**src/rtl/pixel_depth_writer_if.sv**
```systemverilog
// Pixel FIFO read port, framebuffer memory port and status outputs of the
// depth writer, bundled so the writer and its environment share one handle.
interface pixel_depth_writer_if #(
  parameter int unsigned ADDR_W = 20
);
  // FIFO read side
  logic [47:0]       fifo_q;
  logic              fifo_empty;
  logic              fifo_rdreq;
  // Mode
  logic              depth_test_en;
  // Framebuffer memory port
  logic              mem_req;
  logic              mem_we;
  logic [ADDR_W-1:0] mem_addr;
  logic [15:0]       mem_wdata;
  logic [15:0]       mem_rdata;
  logic              mem_ack;
  // Status
  logic              busy;
  logic [15:0]       drawn_count;
  logic [15:0]       reject_count;

  // master: the depth writer itself (pops the FIFO, drives the memory port)
  modport master (
    input  fifo_q, fifo_empty, depth_test_en, mem_rdata, mem_ack,
    output fifo_rdreq, mem_req, mem_we, mem_addr, mem_wdata,
           busy, drawn_count, reject_count
  );

  // slave: the FIFO, memory and host surrounding the writer
  modport slave (
    output fifo_q, fifo_empty, depth_test_en, mem_rdata, mem_ack,
    input  fifo_rdreq, mem_req, mem_we, mem_addr, mem_wdata,
           busy, drawn_count, reject_count
  );
endinterface

```
**src/rtl/pixel_depth_writer.sv**
```systemverilog
// Drain stage behind the rasteriser pixel FIFO. Pops one packed pixel
// {x, y, z, color}, rejects off-screen pixels, optionally performs a z-buffer
// read/compare, then writes depth and colour to the shared framebuffer port.
// Every output comes straight from a register.
module pixel_depth_writer #(
  parameter int unsigned       SCREEN_W = 640,
  parameter int unsigned       SCREEN_H = 480,
  parameter int unsigned       ADDR_W   = 20,
  parameter logic [ADDR_W-1:0] Z_BASE   = 20'h00000,
  parameter logic [ADDR_W-1:0] C_BASE   = 20'h80000
) (
  input  logic                 Clk,
  input  logic                 Reset,
  pixel_depth_writer_if.master bus
);

  localparam logic [2:0] S_IDLE   = 3'd0;
  localparam logic [2:0] S_LATCH  = 3'd1;
  localparam logic [2:0] S_ZREAD  = 3'd2;
  localparam logic [2:0] S_ZCMP   = 3'd3;
  localparam logic [2:0] S_ZWRITE = 3'd4;
  localparam logic [2:0] S_CWRITE = 3'd5;

  logic [2:0]        r_state;
  logic              r_rdreq;
  logic              r_busy;
  logic              r_mem_req;
  logic              r_mem_we;
  logic [ADDR_W-1:0] r_mem_addr;
  logic [15:0]       r_mem_wdata;
  logic [15:0]       r_drawn;
  logic [15:0]       r_reject;
  logic [ADDR_W-1:0] r_pix;
  logic [15:0]       r_z;
  logic [11:0]       r_color;
  logic [15:0]       r_zold;

  logic [2:0]        w_state_nxt;
  logic [9:0]        w_x;
  logic [9:0]        w_y;
  logic [15:0]       w_z;
  logic [11:0]       w_color;
  logic              w_in_range;
  logic [ADDR_W-1:0] w_pix;
  logic              w_xfer_done;

  // Field split of the FIFO word; only meaningful in LATCH, one cycle after the pop
  assign w_x     = bus.fifo_q[47:38];
  assign w_y     = bus.fifo_q[37:28];
  assign w_z     = bus.fifo_q[27:12];
  assign w_color = bus.fifo_q[11:0];

  assign w_in_range = ({22'd0, w_x} < SCREEN_W) && ({22'd0, w_y} < SCREEN_H);
  // Linear pixel index, deliberately truncated to the memory address width
  assign w_pix = ADDR_W'(w_y) * ADDR_W'(SCREEN_W) + ADDR_W'(w_x);

  // An ack only counts while a request is actually outstanding
  assign w_xfer_done = r_mem_req & bus.mem_ack;

  function automatic logic [15:0] sat_inc(input logic [15:0] v);
    return (v == 16'hFFFF) ? v : v + 16'd1;
  endfunction

  // Next-state selection for the pixel pipeline
  always_comb begin
    // NOTE: default first so every path assigns w_state_nxt and no latch is inferred.
    w_state_nxt = r_state;
    case (r_state)
      S_IDLE:   if (r_rdreq) w_state_nxt = S_LATCH;
      S_LATCH: begin
        if (!w_in_range)           w_state_nxt = S_IDLE;
        else if (bus.depth_test_en) w_state_nxt = S_ZREAD;
        else                       w_state_nxt = S_ZWRITE;
      end
      S_ZREAD:  if (w_xfer_done) w_state_nxt = S_ZCMP;
      S_ZCMP:   w_state_nxt = (r_z < r_zold) ? S_ZWRITE : S_IDLE;
      S_ZWRITE: if (w_xfer_done) w_state_nxt = S_CWRITE;
      S_CWRITE: if (w_xfer_done) w_state_nxt = S_IDLE;
      default:  w_state_nxt = S_IDLE;
    endcase
  end

  // State, FIFO pop, memory request registers, pixel latch and counters
  always_ff @(posedge Clk or posedge Reset) begin
    if (Reset) begin
      r_state     <= S_IDLE;
      r_rdreq     <= 1'b0;
      r_busy      <= 1'b0;
      r_mem_req   <= 1'b0;
      r_mem_we    <= 1'b0;
      r_mem_addr  <= '0;
      r_mem_wdata <= '0;
      r_drawn     <= '0;
      r_reject    <= '0;
      r_pix       <= '0;
      r_z         <= '0;
      r_color     <= '0;
      r_zold      <= '0;
    end else begin
      // NOTE: non-blocking assignments so every register sees pre-edge values.
      r_state <= w_state_nxt;
      r_busy  <= (w_state_nxt != S_IDLE);
      // One-cycle pop pulse, raised from IDLE only; LATCH follows the pulse
      r_rdreq <= (r_state == S_IDLE) && !r_rdreq && !bus.fifo_empty;

      case (r_state)
        S_LATCH: begin
          r_pix   <= w_pix;
          r_z     <= w_z;
          r_color <= w_color;
          if (!w_in_range) begin
            r_reject <= sat_inc(r_reject);
          end else begin
            // Depth traffic starts on the very next cycle: read if testing, else write
            r_mem_req   <= 1'b1;
            r_mem_we    <= !bus.depth_test_en;
            r_mem_addr  <= Z_BASE + w_pix;
            r_mem_wdata <= w_z;
          end
        end
        S_ZREAD: begin
          if (w_xfer_done) begin
            r_mem_req <= 1'b0;
            r_zold    <= bus.mem_rdata;
          end
        end
        S_ZCMP: begin
          // Strictly nearer wins; equal depth is treated as occluded
          if (r_z < r_zold) begin
            r_mem_req   <= 1'b1;
            r_mem_we    <= 1'b1;
            r_mem_addr  <= Z_BASE + r_pix;
            r_mem_wdata <= r_z;
          end else begin
            r_reject <= sat_inc(r_reject);
          end
        end
        S_ZWRITE: begin
          if (w_xfer_done) r_mem_req <= 1'b0;
        end
        S_CWRITE: begin
          // Entered with mem_req low, which gives the idle gap after the depth write
          if (w_xfer_done) begin
            r_mem_req <= 1'b0;
            r_drawn   <= sat_inc(r_drawn);
          end else if (!r_mem_req) begin
            r_mem_req   <= 1'b1;
            r_mem_we    <= 1'b1;
            r_mem_addr  <= C_BASE + r_pix;
            r_mem_wdata <= {4'b0, r_color};
          end
        end
        default: ;
      endcase
    end
  end

  assign bus.fifo_rdreq   = r_rdreq;
  assign bus.busy         = r_busy;
  assign bus.mem_req      = r_mem_req;
  assign bus.mem_we       = r_mem_we;
  assign bus.mem_addr     = r_mem_addr;
  assign bus.mem_wdata    = r_mem_wdata;
  assign bus.drawn_count  = r_drawn;
  assign bus.reject_count = r_reject;

endmodule
```
**src/flat_wrapper.sv**
```systemverilog
// flat-port wrapper written by rule: the top's interface ports become plain ports
module pixel_depth_writer_flat 
#(
  parameter int unsigned       SCREEN_W = 640,
  parameter int unsigned       SCREEN_H = 480,
  parameter int unsigned       ADDR_W   = 20,
  parameter logic [ADDR_W-1:0] Z_BASE   = 20'h00000,
  parameter logic [ADDR_W-1:0] C_BASE   = 20'h80000
)
  (Clk, Reset, bus_fifo_q, bus_fifo_empty, bus_depth_test_en, bus_mem_rdata, bus_mem_ack, bus_fifo_rdreq, bus_mem_req, bus_mem_we, bus_mem_addr, bus_mem_wdata, bus_busy, bus_drawn_count, bus_reject_count);
  pixel_depth_writer_if #(.ADDR_W(ADDR_W)) bus_i ();
  input  logic Clk;
  input  logic Reset;
  input wire logic [$bits(bus_i.fifo_q)-1:0] bus_fifo_q;
  input wire logic [$bits(bus_i.fifo_empty)-1:0] bus_fifo_empty;
  input wire logic [$bits(bus_i.depth_test_en)-1:0] bus_depth_test_en;
  input wire logic [$bits(bus_i.mem_rdata)-1:0] bus_mem_rdata;
  input wire logic [$bits(bus_i.mem_ack)-1:0] bus_mem_ack;
  output wire logic [$bits(bus_i.fifo_rdreq)-1:0] bus_fifo_rdreq;
  output wire logic [$bits(bus_i.mem_req)-1:0] bus_mem_req;
  output wire logic [$bits(bus_i.mem_we)-1:0] bus_mem_we;
  output wire logic [$bits(bus_i.mem_addr)-1:0] bus_mem_addr;
  output wire logic [$bits(bus_i.mem_wdata)-1:0] bus_mem_wdata;
  output wire logic [$bits(bus_i.busy)-1:0] bus_busy;
  output wire logic [$bits(bus_i.drawn_count)-1:0] bus_drawn_count;
  output wire logic [$bits(bus_i.reject_count)-1:0] bus_reject_count;
  assign bus_i.fifo_q = bus_fifo_q;
  assign bus_i.fifo_empty = bus_fifo_empty;
  assign bus_i.depth_test_en = bus_depth_test_en;
  assign bus_i.mem_rdata = bus_mem_rdata;
  assign bus_i.mem_ack = bus_mem_ack;
  assign bus_fifo_rdreq = bus_i.fifo_rdreq;
  assign bus_mem_req = bus_i.mem_req;
  assign bus_mem_we = bus_i.mem_we;
  assign bus_mem_addr = bus_i.mem_addr;
  assign bus_mem_wdata = bus_i.mem_wdata;
  assign bus_busy = bus_i.busy;
  assign bus_drawn_count = bus_i.drawn_count;
  assign bus_reject_count = bus_i.reject_count;
  pixel_depth_writer #(.SCREEN_W(SCREEN_W), .SCREEN_H(SCREEN_H), .ADDR_W(ADDR_W), .Z_BASE(Z_BASE), .C_BASE(C_BASE)) u_core (.Clk(Clk), .Reset(Reset), .bus(bus_i));
endmodule
```
**config.mk**
```make
export PLATFORM = sky130hd
export DESIGN_NAME = pixel_depth_writer_flat
export DESIGN_NICKNAME = d
export VERILOG_FILES = /design/src/rtl/pixel_depth_writer_if.sv /design/src/rtl/pixel_depth_writer.sv /design/src/flat_wrapper.sv
export SDC_FILE = /design/constraint.sdc
export NUM_CORES = 1
export LEC_CHECK = 0
export ABC_AREA = 1
export CELL_PAD_IN_SITES_DETAIL_PLACEMENT = 1
export CELL_PAD_IN_SITES_GLOBAL_PLACEMENT = 1
export CORE_ASPECT_RATIO = 1.4
export CORE_UTILIZATION = 38
export DETAILED_ROUTE_END_ITERATION = 12
export PLACE_DENSITY = 0.87
export SYNTH_ARGS = -nofsm -noshare
export SYNTH_HDL_FRONTEND = slang
export SYNTH_SLANG_ARGS = --single-unit
```
**constraint.sdc**
```tcl
create_clock -name Clk -period 5.35 [get_ports Clk]
set_clock_uncertainty 0.1 [all_clocks]
set_input_delay 1.07 -clock Clk [delete_from_list [all_inputs] [get_ports Clk]]
set_output_delay 1.07 -clock Clk [all_outputs]
set_load 0.005 [all_outputs]
```
Word level (Yosys, flattened, before mapping)
Index checks and enable logic that the tools add are counted.
{ "word_totals": {"ff_bits": 139, "inputBits": 69, "word_cells": 85} }
{ "op_classes": {"n_addsub": 4, "mul": 1, "magnitude_cmp": 3, "n_eq_ne": 14, "mux": 31, "bitwise_logic": 2, "reduce_logical": 17} }
{ "ops": {"columns": ["cell", "n"], "rows": [
  ["16-bit 2-to-1 mux", 7],
  ["20-bit 2-to-1 mux", 4],
  ["20-bit case mux with 3 select lines", 1],
  ["16-bit case mux with 3 select lines", 1],
  ["16-bit by 1-bit adder with 16-bit output, second input constant", 2],
  ["16-bit == test, second input constant", 2],
  ["16-bit case mux with 2 select lines", 1],
  ["3-bit 2-to-1 mux", 7],
  ["20-bit by 10-bit adder with 20-bit output", 1],
  ["20-bit adder, first input constant", 1],
  ["3-bit case mux with 6 select lines", 1],
  ["16-bit less-than comparator", 1],
  ["10-bit by 3-bit multiplier with 13-bit output, second input constant", 1],
  ["10-bit less-than comparator, second input constant", 1],
  ["10-bit by 9-bit less-than comparator with 1-bit output, second input constant", 1],
  ["2-bit inequality test, second input constant", 4],
  ["1-bit 2-to-1 mux", 7],
  ["3-bit by 2-bit == test with 1-bit output, second input constant", 2],
  ["3-bit == test, second input constant", 2],
  ["2-bit by 1-bit inequality test with 1-bit output, second input constant", 3],
  ["3-bit AND reduction", 2],
  ["3-bit nonzero test", 2],
  ["5-bit AND reduction", 1],
  ["1-bit case mux with 4 select lines", 1],
  ["other kinds (12)", 16]
]} }

Depth between registers and ports, before layout
{ "depth": {"ltp_word": 5, "depth_mapped": 16, "depth_no_buf": 16} }

Worst setup path before layout
No wires, ideal clock.
{ "synth_path": {"kind": "input to register", "from": "in bus_fifo_q[29]", "to": "reg u_core.r_mem_addr[18] (netlist: u_core.bus.mem_addr[18])", "t_arrival_ns": 2.945, "required_ns": 5.134, "slack_ns": 2.189, "stages": 14, "path_cell_list": "ha_1 -> ha_1 -> fa_1 -> nand2_1 -> inv_1 -> nand2_1 -> nor2_1 -> nand3_1 -> nor2_1 -> nand3_1 -> nand3_1 -> nand2_1 -> nand2_1 -> nand2_1"} }
{ "synth_between": {"elab_chain_len": 4, "word_cells_on_any_way": 8} }
{ "synth_lines": {"columns": ["element", "line_no", "text"], "rows": [
  ["from (decl)", "flat_wrapper.sv:14", "input wire logic [$bits(bus_i.fifo_q)-1:0] bus_fifo_q;"],
  ["10-bit by 3-bit multiplier with 13-bit output or 10-bit by 9-bit less-than comparator with 1-bit output (tied branches)", "pixel_depth_writer.sv:55, pixel_depth_writer.sv:53", null],
  ["20-bit by 10-bit adder with 20-bit output or 1-bit logical AND (tied branches)", "pixel_depth_writer.sv:55, pixel_depth_writer.sv:53", null],
  ["20-bit 2-to-1 mux or 2-bit by 1-bit inequality test with 1-bit output (tied branches)", null, null],
  ["20-bit case mux with 3 select lines or 5-bit AND reduction (tied branches)", null, null],
  ["to (signal assigned)", "pixel_depth_writer.sv:117", "r_mem_addr <= Z_BASE + w_pix;"],
  ["to (signal assigned)", "pixel_depth_writer.sv:132", "r_mem_addr <= Z_BASE + r_pix;"],
  ["to (signal assigned)", "pixel_depth_writer.sv:149", "r_mem_addr <= C_BASE + r_pix;"],
  ["to (decl)", "pixel_depth_writer.sv:29", "logic [ADDR_W-1:0] r_mem_addr;"]
]} }
Several ways; a longest one is shown, not always the timed one. The select of a mux whose other input is x is not followed.
A chain may end at the register's enable or synchronous reset.

Worst setup path in the final report
Same ends and word-level chain as after synthesis.

==> out/results.tsv <==
metric	value	unit
ys_seq_area_share	46.6	%
yosysWarnings	0	
cts-resized-gates	0	
maxSlewHeadroom	25.2	%
vias	6854	
worstPathMaxFanout	4	
reg2reg_depth	7	
synth_adder_area_share	6.58	%
crit_path_frequent_cell	nand2_1	
post-place-ws	1.37	ns
wirelength	22.1	mm
yosysTopAreaCellShare	46.6	%
synth.area.top_cells	dfrtp_1 (47%), nand2_1 (16%), ha_1 (6.0%)	
cts.sinks	139	
drv_cap	0	
nets	1194	
grt_first_pass_wirelength	36.8	mm
required	5.56	ns
dr.first_iter.drc_count	316	
ys_seq_elements	139	
clockBufferDepth	2	
crit_slowest_cell	fa_1	
cts_tree	yes	
cts_buffers	17	
hpwl	15.9	mm
fp.dieW	120	um
core_area	0.0192	sq mm
worstSetupEndpointType	flop	
yosys-mux-area-fraction	0.151	%
gp_congestion	0.866	
syn_nets	1060	
start_util	38.8	%
powerDensity	476	mW/mm^2
cp.arrival	3.71	ns
syn-cell-area	0.00746	sq mm
pin_count	141	
worst_hold_path.num_cells	1	
synth_cells	953	
grt_pass1_vias	7434	
n_fill_cell	2353	
clk_latency	0.43	ns
regArea	0.00348	sq mm
p_leak	0.00475	uW
vias_per_cell	5.08	
rsz0062_at_grt	false	
status	finished clean	
finalHoldViolCount	0	
cts_root_buffer	clkbuf_16	
synth_top_area_cell	dfrtp_1	
grt_max_degree	84	
htreeDepth	4	
ir_drop	242	uV
synth_top_family_by_area	simple AND/OR/NAND/NOR gates	
setup_tns	0	ns
setup_violations	0	
cts_hold_buf	0	
grt_use_total	23.3	%
worstMarginPinSlew	1.12	ns
startpoint_type	input port	
final_antenna_net_count	0	
drive_gt1_share	5.27	%
synth_xor_area_share	3.41	%
wl_per_cell	16.4	um
slew_viol_final	0	
drt_pass1_iterations	4	
antenna_found_initial	1	
syn_to_final_growth	30.8	%
synth_compound_area_share	9.53	%
dieArea	0.0202	sq mm
timing.final.crit_share	65.6	%
clock.fmax	0.285	GHz
path_class	in2reg	
synth_simple_gate_area_share	26.0	%
period_minus_slack	3.51	ns
synthDistinctLibCells	35	
drc	0	
synth_flop_cell	dfrtp_1	
multi_input_area	0.00342	sq mm
finalWorstSetupSlack	1.84	ns
async_flop_share	100	%
avgSynthCellArea	7.82	sq um
row_count	60	
clkSlewWorstSetupHoldPaths	0.06	ns
cp_cell_sequence	clkdlybuf4s50_1 > ha_1 > ha_1 > fa_1 > nand2_1 > inv_1 > nand2_1 > nor2_1 > nand3_1 > nor2_1 > nand3_1 > nand3_1 > nand2_1 > nand2_1 > nand2_1	
slowest_delay	0.53	ns
place.port_buffers	140	
synth_edf_count	0	
hold_class	reg2reg	
globalRouteOverflowTotal	0	
die_h	168	um
synth_most_common_cell	nand2_1	
synth_common_cells	nand2_1 (308), dfrtp_1 (139), inv_1 (110)	
post_cts_buffers	0	
-- per-stage QoR --
stage                     std cells  hold slack (ns)  instance area [sq um]  total power, uW  utilization [%]
after global placement         1316            0.355                   9100             3250             47.3
after detailed placement       1316            0.361                   9100             3350             47.3
after global routing           1349            0.391                   9760             4980             50.8
final                          1349            0.363                   9760             4650             50.8
after CTS                      1348            0.368                   9750             4710             50.8
after floorplan                 953            0.342                   7460             2590                -
-- cell usage in the layout (no fill, tap or decap), types with 6 or more instances in the layout --
master,instances
nand2_1,308
clkdlybuf4s50_1,140
dfrtp_1,139
inv_1,109
o21ai_0,65
nor2_1,57
nand3_1,53
ha_1,36
a21oi_1,35
o21ai_1,19
xor2_1,17
clkbuf_16,17
nand4_1,12
xnor2_1,12
nor3_1,10
o22ai_1,8
inv_2,7
nor4_1,6
-- final cells by class --
| type | count | share of cell area, % |
|---|---|---|
| Antenna cell | 1 | 0.0256 |
| Clock buffer | 18 | 4.50 |
| Clock inverter | 14 | 2.23 |
| Inverter | 118 | 4.59 |
| Multi-Input combinational cell | 666 | 35.1 |
| Sequential cell | 139 | 35.7 |
| Tap cell | 248 | 3.18 |
| Timing Repair Buffer | 145 | 14.7 |
-- registers in the layout, indices dropped and copies added (netlist names) --
register	count
u_core.bus.mem_we	1
u_core.r_z	16
u_core.bus.mem_req	1
u_core.bus.busy	1
u_core.bus.reject_count	16
u_core.bus.mem_addr	20
u_core.r_state	3
u_core.bus.drawn_count	16
u_core.bus.mem_wdata	16
u_core.r_color	12
u_core.r_pix	20
u_core.r_zold	16
u_core.bus.fifo_rdreq	1
-- per-layer routing --
metal / global-route usage [%] / vias up / wire length, um
met5: 0 / - / 0
met3: 4.53 / 32 / 662
met4: 8.43 / 0 / 500
met1: 25.4 / 3388 / 8530
met2: 43.8 / 122 / 12400
li1: - / 3312 / -
-- power by group --
group	internal, uW	switching, uW	total, uW
Combinational	719	924	1640
Clock	842	481	1320
Sequential	1440	237	1680
-- kinds of logic after synthesis --
logic type               Yosys count
AND/OR/NAND/NOR                  463
adder cells (fa/ha/maj)           38
XOR/XNOR                          29
buffers and inverters            148
multiplexers                       1
flip-flops                       139
AO/OA/AOI/OAI                    135
-- path summary, 6_finish.rpt --
path	endpoint	startpoint	slack, ns
worst min-delay path	u_core.bus.fifo_rdreq	u_core.bus.fifo_rdreq	0.36
min in group asynchronous	u_core.bus.reject_count[10]	Reset	1.07
worst max-delay path	u_core.bus.mem_addr[18]	bus_fifo_q[29]	1.84
max in group asynchronous	u_core.r_z[5]	Reset	3.11
worst min register to register	u_core.bus.fifo_rdreq	u_core.bus.fifo_rdreq	0.36
worst max register to register	u_core.bus.mem_addr[5]	u_core.r_state[2]	2.50
-- worst max-delay path: cells and delay by family --
family,cells,cell delay (ns)
adder cells (fa/ha/maj),3,1.09
buffers and inverters,2,0.51
AND/OR/NAND/NOR,10,1.04
Power figures use the tool's default switching activity.
